==> src/rtl/spi_master_xfer_sequencer_pkg.sv <==
// Shared types for the SPI master transfer sequencer: FSM states, request record
// and the phase-ordering helpers.
package spi_master_xfer_pkg;

  localparam int unsigned MAX_LEN = 32;

  typedef enum logic [2:0] {
    ST_IDLE,
    ST_CMD,
    ST_ADDR,
    ST_DUMMY,
    ST_WR,
    ST_RD,
    ST_DONE
  } state_e;

  // Field layout mirrors the monitor collector packet.
  typedef struct packed {
    logic [MAX_LEN-1:0] cmd;
    logic [5:0]         cmd_len;
    logic [MAX_LEN-1:0] addr;
    logic [5:0]         addr_len;
    logic [5:0]         dummy_len;
    logic [MAX_LEN-1:0] wr_data;
    logic [5:0]         wr_len;
    logic [5:0]         rd_len;
  } spi_req_s;

  function automatic state_e phase_of(input int unsigned idx);
    state_e s;
    case (idx)
      0:       s = ST_CMD;
      1:       s = ST_ADDR;
      2:       s = ST_DUMMY;
      3:       s = ST_WR;
      4:       s = ST_RD;
      default: s = ST_DONE;
    endcase
    return s;
  endfunction

  // First phase at or after index 'start' with a nonzero length; DONE if none.
  function automatic state_e next_phase(input logic [4:0] nz, input int unsigned start);
    state_e s;
    logic   found;
    s     = ST_DONE;
    found = 1'b0;
    for (int unsigned i = 0; i < 5; i++) begin
      if (!found && i >= start && nz[i]) begin
        s     = phase_of(i);
        found = 1'b1;
      end
    end
    return s;
  endfunction

endpackage

==> src/rtl/spi_master_xfer_sequencer_sclk_gen.sv <==
// SCLK divider: mode-0 clock level plus strobes flagging the HCLK cycle that
// ends each low half (rise) and each high half (fall).
module spi_sclk_gen #(
  parameter int unsigned CLKDIV_W = 8
) (
  input  logic                clk,
  input  logic                rst_n,
  input  logic                en,
  input  logic [CLKDIV_W-1:0] div,
  output logic                spi_clk,
  output logic                rise_stb,
  output logic                fall_stb
);

  logic [CLKDIV_W-1:0] cnt;
  logic                lvl;
  logic                half_end;

  assign half_end = en && (cnt == div);
  assign rise_stb = half_end && !lvl;
  assign fall_stb = half_end && lvl;
  assign spi_clk  = lvl;

  always_ff @(posedge clk or negedge rst_n) begin
    if (!rst_n) begin
      cnt <= '0;
      lvl <= 1'b0;
    end else if (!en) begin
      cnt <= '0;
      lvl <= 1'b0;
    end else if (half_end) begin
      cnt <= '0;
      lvl <= ~lvl;
    end else begin
      cnt <= cnt + 1'b1;
    end
  end

endmodule

==> src/rtl/spi_master_xfer_sequencer.sv <==
// Single-lane mode-0 SPI master sequencer: runs CMD, ADDR, DUMMY, WR, RD phases
// for one latched request and returns the received data right-justified.
module spi_master_xfer_sequencer #(
  parameter int unsigned CLKDIV_W = 8,
  parameter int unsigned DATA_W   = 32
) (
  input  logic                HCLK,
  input  logic                HRESETn,
  input  logic                req_valid,
  output logic                req_ready,
  input  logic [CLKDIV_W-1:0] clk_div,
  input  logic [DATA_W-1:0]   cmd,
  input  logic [5:0]          cmd_len,
  input  logic [DATA_W-1:0]   addr,
  input  logic [5:0]          addr_len,
  input  logic [5:0]          dummy_len,
  input  logic [DATA_W-1:0]   wr_data,
  input  logic [5:0]          wr_len,
  input  logic [5:0]          rd_len,
  output logic                spi_clk,
  output logic                spi_csn,
  output logic                spi_sdo,
  input  logic                spi_sdi,
  output logic                busy,
  output logic                done,
  output logic [DATA_W-1:0]   rx_data
);

  import spi_master_xfer_pkg::*;

  function automatic logic [5:0] sat_len(input logic [5:0] len);
    return (len > 6'(DATA_W)) ? 6'(DATA_W) : len;
  endfunction

  function automatic logic [4:0] nz_of(input spi_req_s r);
    return {r.rd_len != '0, r.wr_len != '0, r.dummy_len != '0,
            r.addr_len != '0, r.cmd_len != '0};
  endfunction

  function automatic logic [5:0] len_of(input state_e s, input spi_req_s r);
    logic [5:0] l;
    case (s)
      ST_CMD:   l = r.cmd_len;
      ST_ADDR:  l = r.addr_len;
      ST_DUMMY: l = r.dummy_len;
      ST_WR:    l = r.wr_len;
      ST_RD:    l = r.rd_len;
      default:  l = '0;
    endcase
    return l;
  endfunction

  state_e              state, state_next;
  spi_req_s            req_in, req_q;
  logic [CLKDIV_W-1:0] div_q;
  logic [5:0]          bitcnt;
  logic [5:0]          load_len;
  logic [DATA_W-1:0]   rx_shift;
  logic                in_phase;
  logic                rise_stb, fall_stb;
  logic                last_bit;

  always_comb begin
    req_in           = '0;
    req_in.cmd       = cmd;
    req_in.cmd_len   = sat_len(cmd_len);
    req_in.addr      = addr;
    req_in.addr_len  = sat_len(addr_len);
    req_in.dummy_len = sat_len(dummy_len);
    req_in.wr_data   = wr_data;
    req_in.wr_len    = sat_len(wr_len);
    req_in.rd_len    = sat_len(rd_len);
  end

  assign in_phase  = state inside {ST_CMD, ST_ADDR, ST_DUMMY, ST_WR, ST_RD};
  assign last_bit  = fall_stb && (bitcnt == '0);
  assign req_ready = (state == ST_IDLE);
  assign busy      = (state != ST_IDLE);
  assign done      = (state == ST_DONE);
  assign spi_csn   = !in_phase;

  spi_sclk_gen #(
    .CLKDIV_W(CLKDIV_W)
  ) u_sclk (
    .clk      (HCLK),
    .rst_n    (HRESETn),
    .en       (in_phase),
    .div      (div_q),
    .spi_clk  (spi_clk),
    .rise_stb (rise_stb),
    .fall_stb (fall_stb)
  );

  always_ff @(posedge HCLK or negedge HRESETn) begin
    if (!HRESETn) state <= ST_IDLE;
    else          state <= state_next;
  end

  always_comb begin
    state_next = state;
    case (state)
      ST_IDLE:  if (req_valid) state_next = next_phase(nz_of(req_in), 0);
      ST_CMD:   if (last_bit)  state_next = next_phase(nz_of(req_q), 1);
      ST_ADDR:  if (last_bit)  state_next = next_phase(nz_of(req_q), 2);
      ST_DUMMY: if (last_bit)  state_next = next_phase(nz_of(req_q), 3);
      ST_WR:    if (last_bit)  state_next = next_phase(nz_of(req_q), 4);
      ST_RD:    if (last_bit)  state_next = ST_DONE;
      ST_DONE:  state_next = ST_IDLE;
      default:  state_next = ST_IDLE;
    endcase
    // On accept the request is not latched yet, so lengths come from the inputs.
    load_len = len_of(state_next, (state == ST_IDLE) ? req_in : req_q);
  end

  always_ff @(posedge HCLK or negedge HRESETn) begin
    if (!HRESETn) begin
      req_q    <= '0;
      div_q    <= '0;
      bitcnt   <= '0;
      rx_shift <= '0;
      rx_data  <= '0;
    end else begin
      if (state == ST_IDLE && req_valid) begin
        req_q    <= req_in;
        div_q    <= clk_div;
        rx_shift <= '0;
      end else if (state == ST_RD && rise_stb) begin
        rx_shift <= {rx_shift[DATA_W-2:0], spi_sdi};
      end
      if (state_next != state)
        bitcnt <= (load_len == '0) ? '0 : load_len - 6'd1;
      else if (fall_stb)
        bitcnt <= bitcnt - 6'd1;
      if (state_next == ST_DONE && state != ST_DONE)
        rx_data <= (state == ST_IDLE) ? '0 : rx_shift;
    end
  end

  always_comb begin
    spi_sdo = 1'b0;
    case (state)
      ST_CMD:  spi_sdo = req_q.cmd[bitcnt[4:0]];
      ST_ADDR: spi_sdo = req_q.addr[bitcnt[4:0]];
      ST_WR:   spi_sdo = req_q.wr_data[bitcnt[4:0]];
      default: spi_sdo = 1'b0;
    endcase
  end

endmodule

==> config.mk <==
export PLATFORM = sky130hd
export DESIGN_NAME = spi_master_xfer_sequencer
export DESIGN_NICKNAME = d
export VERILOG_FILES = /design/src/rtl/spi_master_xfer_sequencer_pkg.sv /design/src/rtl/spi_master_xfer_sequencer_sclk_gen.sv /design/src/rtl/spi_master_xfer_sequencer.sv
export SDC_FILE = /design/constraint.sdc
export NUM_CORES = 1
export LEC_CHECK = 0
export ABC_AREA = 1
export BUFFER_PORTS_ARGS = -buffer_cell sky130_fd_sc_hd__buf_4
export CORE_AREA = 2 2 211 213
export DETAILED_ROUTE_END_ITERATION = 8
export DIE_AREA = 0 0 213 215
export PLACE_DENSITY = 0.42
export SLEW_MARGIN = 20
export SYNTH_ARGS = -nofsm -noshare
export SYNTH_HDL_FRONTEND = slang
export SYNTH_SLANG_ARGS = --single-unit
==> constraint.sdc <==
create_clock -name HCLK -period 6 [get_ports HCLK]
set_input_delay 0.6 -clock HCLK [delete_from_list [all_inputs] [get_ports HCLK]]
set_output_delay 0.6 -clock HCLK [all_outputs]
set_load 0.05 [all_outputs]
==> reports/summary.txt <==
Vias/cell = 4.42
drc violations = 0
fmax = 0.256 GHz
DR vias = 9,442
r2r setup slk = 2090 ps
Final Setup Violations = 0
WL/cell = 15.8 um
flops & latches, synth = 216
Port Buffers = 175
Fin. Hold Viols = 0
Netlist cell types = 42
most common cell after layout, fill and taps aside = nand2_1
routability cong. = 0.813
vias in the first global route = 9,457
crit-path cells = inv_1, ha_1, inv_1, nor2_1, nand2_1, nor2_2, nand4_4, nor2_1, nor2_1, nand2_2, nand2_2, nor2_4, nand3_1, nand2_1, nor2_1, nand2_1, inv_1, ha_1, nand3_1, nor2_1, a21oi_4, nand3_1, a21oi_1
n_diodes = 0
syn_nets = 1,531
crit end category = flop
grt ovf = 0
EDFF count, synth = 0
Critical Path RT = 6470 ps
first-pass GRT wire length = 53,600 um
async set-reset flop share out of synthesis = 1.00
layout cells sized above 1 = 0.179
Initial Util = 0.247
Crit-path slowest cell = dfrtp_1
largest net degree at the start of global routing = 129
clk_skew = 11.8 ps
setup bufs post-CTS = 0
status = complete, no violations
period utilization = 0.652
Leak Pwr = 0.00657 uW
clock sink count = 216
CTS Hold Buffers Added = 0
worst-skew pair later-pin latency = 540 ps
unrepaired setup endpoints after global routing = no
number of max-slew violations in the final report = 0
Worst Tran Pin Value = 1060 ps
Root Driver = clkbuf_16
most frequent cells in the layout = 475 x nand2_1, 216 x dfrtp_1, 183 x buf_4
Mapped Area = 0.0108 mm2
setup TNS = 0 ps
Max clock buf depth = 3
Post-Route WL = 33,800 um
Die W = 213 um
drt initial violations = 699
H-tree levels = 1
die height = 215 um
Synth Instances = 1,389
synthesis-to-layout area growth = 24.9%
Slew headroom = 0.294
Pwr Density = 445 mW/mm2
most common cell type on the critical path = nor2_1
slowest cell delay on critical path = 750 ps
post-cts resize count = 0
row cnt = 77
YS warnings = 0
worst setup path class = flop to flop
Worst Hold Margin = 59.1 ps
Die ar. = 0.0458 mm2
total of max-cap violations = 0
HPWL Detailed = 23,200 um
Antenna Nets Post-Route = 0
core area = 0.0436 mm2
DR pass1 iterations = 4
number of fill cells = 4,741
VDD IR max = 0.175 mV
CTS Buf Count = 27
Crit Path Max Fanout = 26
register area share after synthesis = 0.502
total track usage = 0.148
IO Pins = 176
min Tclk post-route = 3910 ps
Worst setup SP type = flop
Mapped Avg Cell Area = 7.75 um2
initial antenna violation count = 0
Main synth FF type = dfrtp_1
CTS tree = yes
Reg area = 0.00541 mm2
fin nets = 1,672
CTS clk-pin slew, worst paths = 60 ps
area of the multi-input gates = 0.00455 mm2
Critical Path AT = 4380 ps
worst min path class = input port to async pin
## kinds of logic (layout without fill, tap and decap cells)
logic type                 Yosys count  count (layout)  share of synthesized area
and+or+nand+nor                    714             714                      0.276
AOI/OAI and AO/OA                  245             245                      0.139
DFF                                216             216                      0.502
buffers and inverters              207             364                     0.0756
adders and majority gates            4               4                    0.00465
xor gates and xnor gates             3               3                    0.00244
## critical path: cells and delay by family (launching register included)
kind | cells | cell delay (ps)
adder cells (fa/ha/maj) | 2 | 380
AND/OR/NAND/NOR | 16 | 2050
buffers and inverters | 3 | 330
AO/OA/AOI/OAI | 2 | 310
flip-flops | 1 | 750
## cell usage after synthesis, types with 2 or more instances
master	number	share of area
nor3_1	9	0.0042
buf_2	5	0.0023
buf_1	4	0.0014
nor2_1	120	0.042
o21ai_0	105	0.049
nand4_1	6	0.0035
o221ai_1	13	0.011
inv_2	13	0.0045
o31ai_1	33	0.023
nand2_2	11	0.0064
a21oi_1	19	0.0088
buf_6	4	0.0042
ha_1	4	0.0047
nor2_2	5	0.0029
nand3_2	2	0.0019
nand3_1	67	0.031
inv_1	119	0.042
a22oi_1	3	0.0021
nand2_1	478	0.17
xor2_1	3	0.0024
o211ai_1	6	0.0042
nor3_2	2	0.0019
clkinv_1	2	0.00070
o22ai_1	54	0.031
clkbuf_1	60	0.021
dfrtp_1	216	0.50
or2_2	3	0.0017
nor2_4	8	0.0084
a31oi_1	2	0.0012
## final timing paths
kind | startpoint | to | depth (start not counted)
worst min-delay path | HRESETn | req_q[105]$_DFFE_PN0P_ | 1
worst max-delay path | bitcnt[1]$_DFFE_PN0P_ | bitcnt[5]$_DFFE_PN0P_ | 23
max in group asynchronous | HRESETn | rx_data[25]$_DFFE_PN0P_ | 2
worst max register to register | bitcnt[1]$_DFFE_PN0P_ | bitcnt[5]$_DFFE_PN0P_ | 23
worst min register to register | req_q[38]$_DFFE_PN0P_ | req_q[38]$_DFFE_PN0P_ | 2
min in group HCLK | addr[27] | req_q[83]$_DFFE_PN0P_ | 3
## sequential cells by signal (all words and copies together) (netlist names)
register	flops
u_sclk.cnt	8
req_q	126
div_q	8
state	3
rx_data	32
rx_shift	32
u_sclk.spi_clk	1
bitcnt	6
## where the power goes
part | switching (uW) | internal [uW]
combinational | 1480 | 715
sequential | 335 | 1910
clock | 621 | 922
## cell type report
type                       count  share of cell area
clock inverter                 6             0.00410
inverter                     134              0.0375
tap                          592              0.0551
clock buffer                  39              0.0574
timing repair buffer         185               0.105
sequential                   216               0.402
multi-input combinational    966               0.339
## per-layer routing
metal  vias to the layer above  global-route usage  wire length [um]
met4                         0              0.0378               687
met2                       143               0.243             16100
met5                         -                   0                 0
li1                       4776                   -                 -
met1                      4478               0.203             15900
met3                        45              0.0213              1060
## through the flow
step                std cells  utilization  instance area [um2]  setup slack, ps  total power (uW)
detailed placement       2093        0.289                12600             2060              4490
floorplan                1389            -                10800             2740              3760
global placement         2093        0.289                12600             2170              4490
global route             2138        0.308                13400             1570              6470
finish                   2138        0.308                13400             2090              5980
CTS                      2138        0.308                13400             2030              6080
Note: power is estimated with default switching activity, not from simulation.
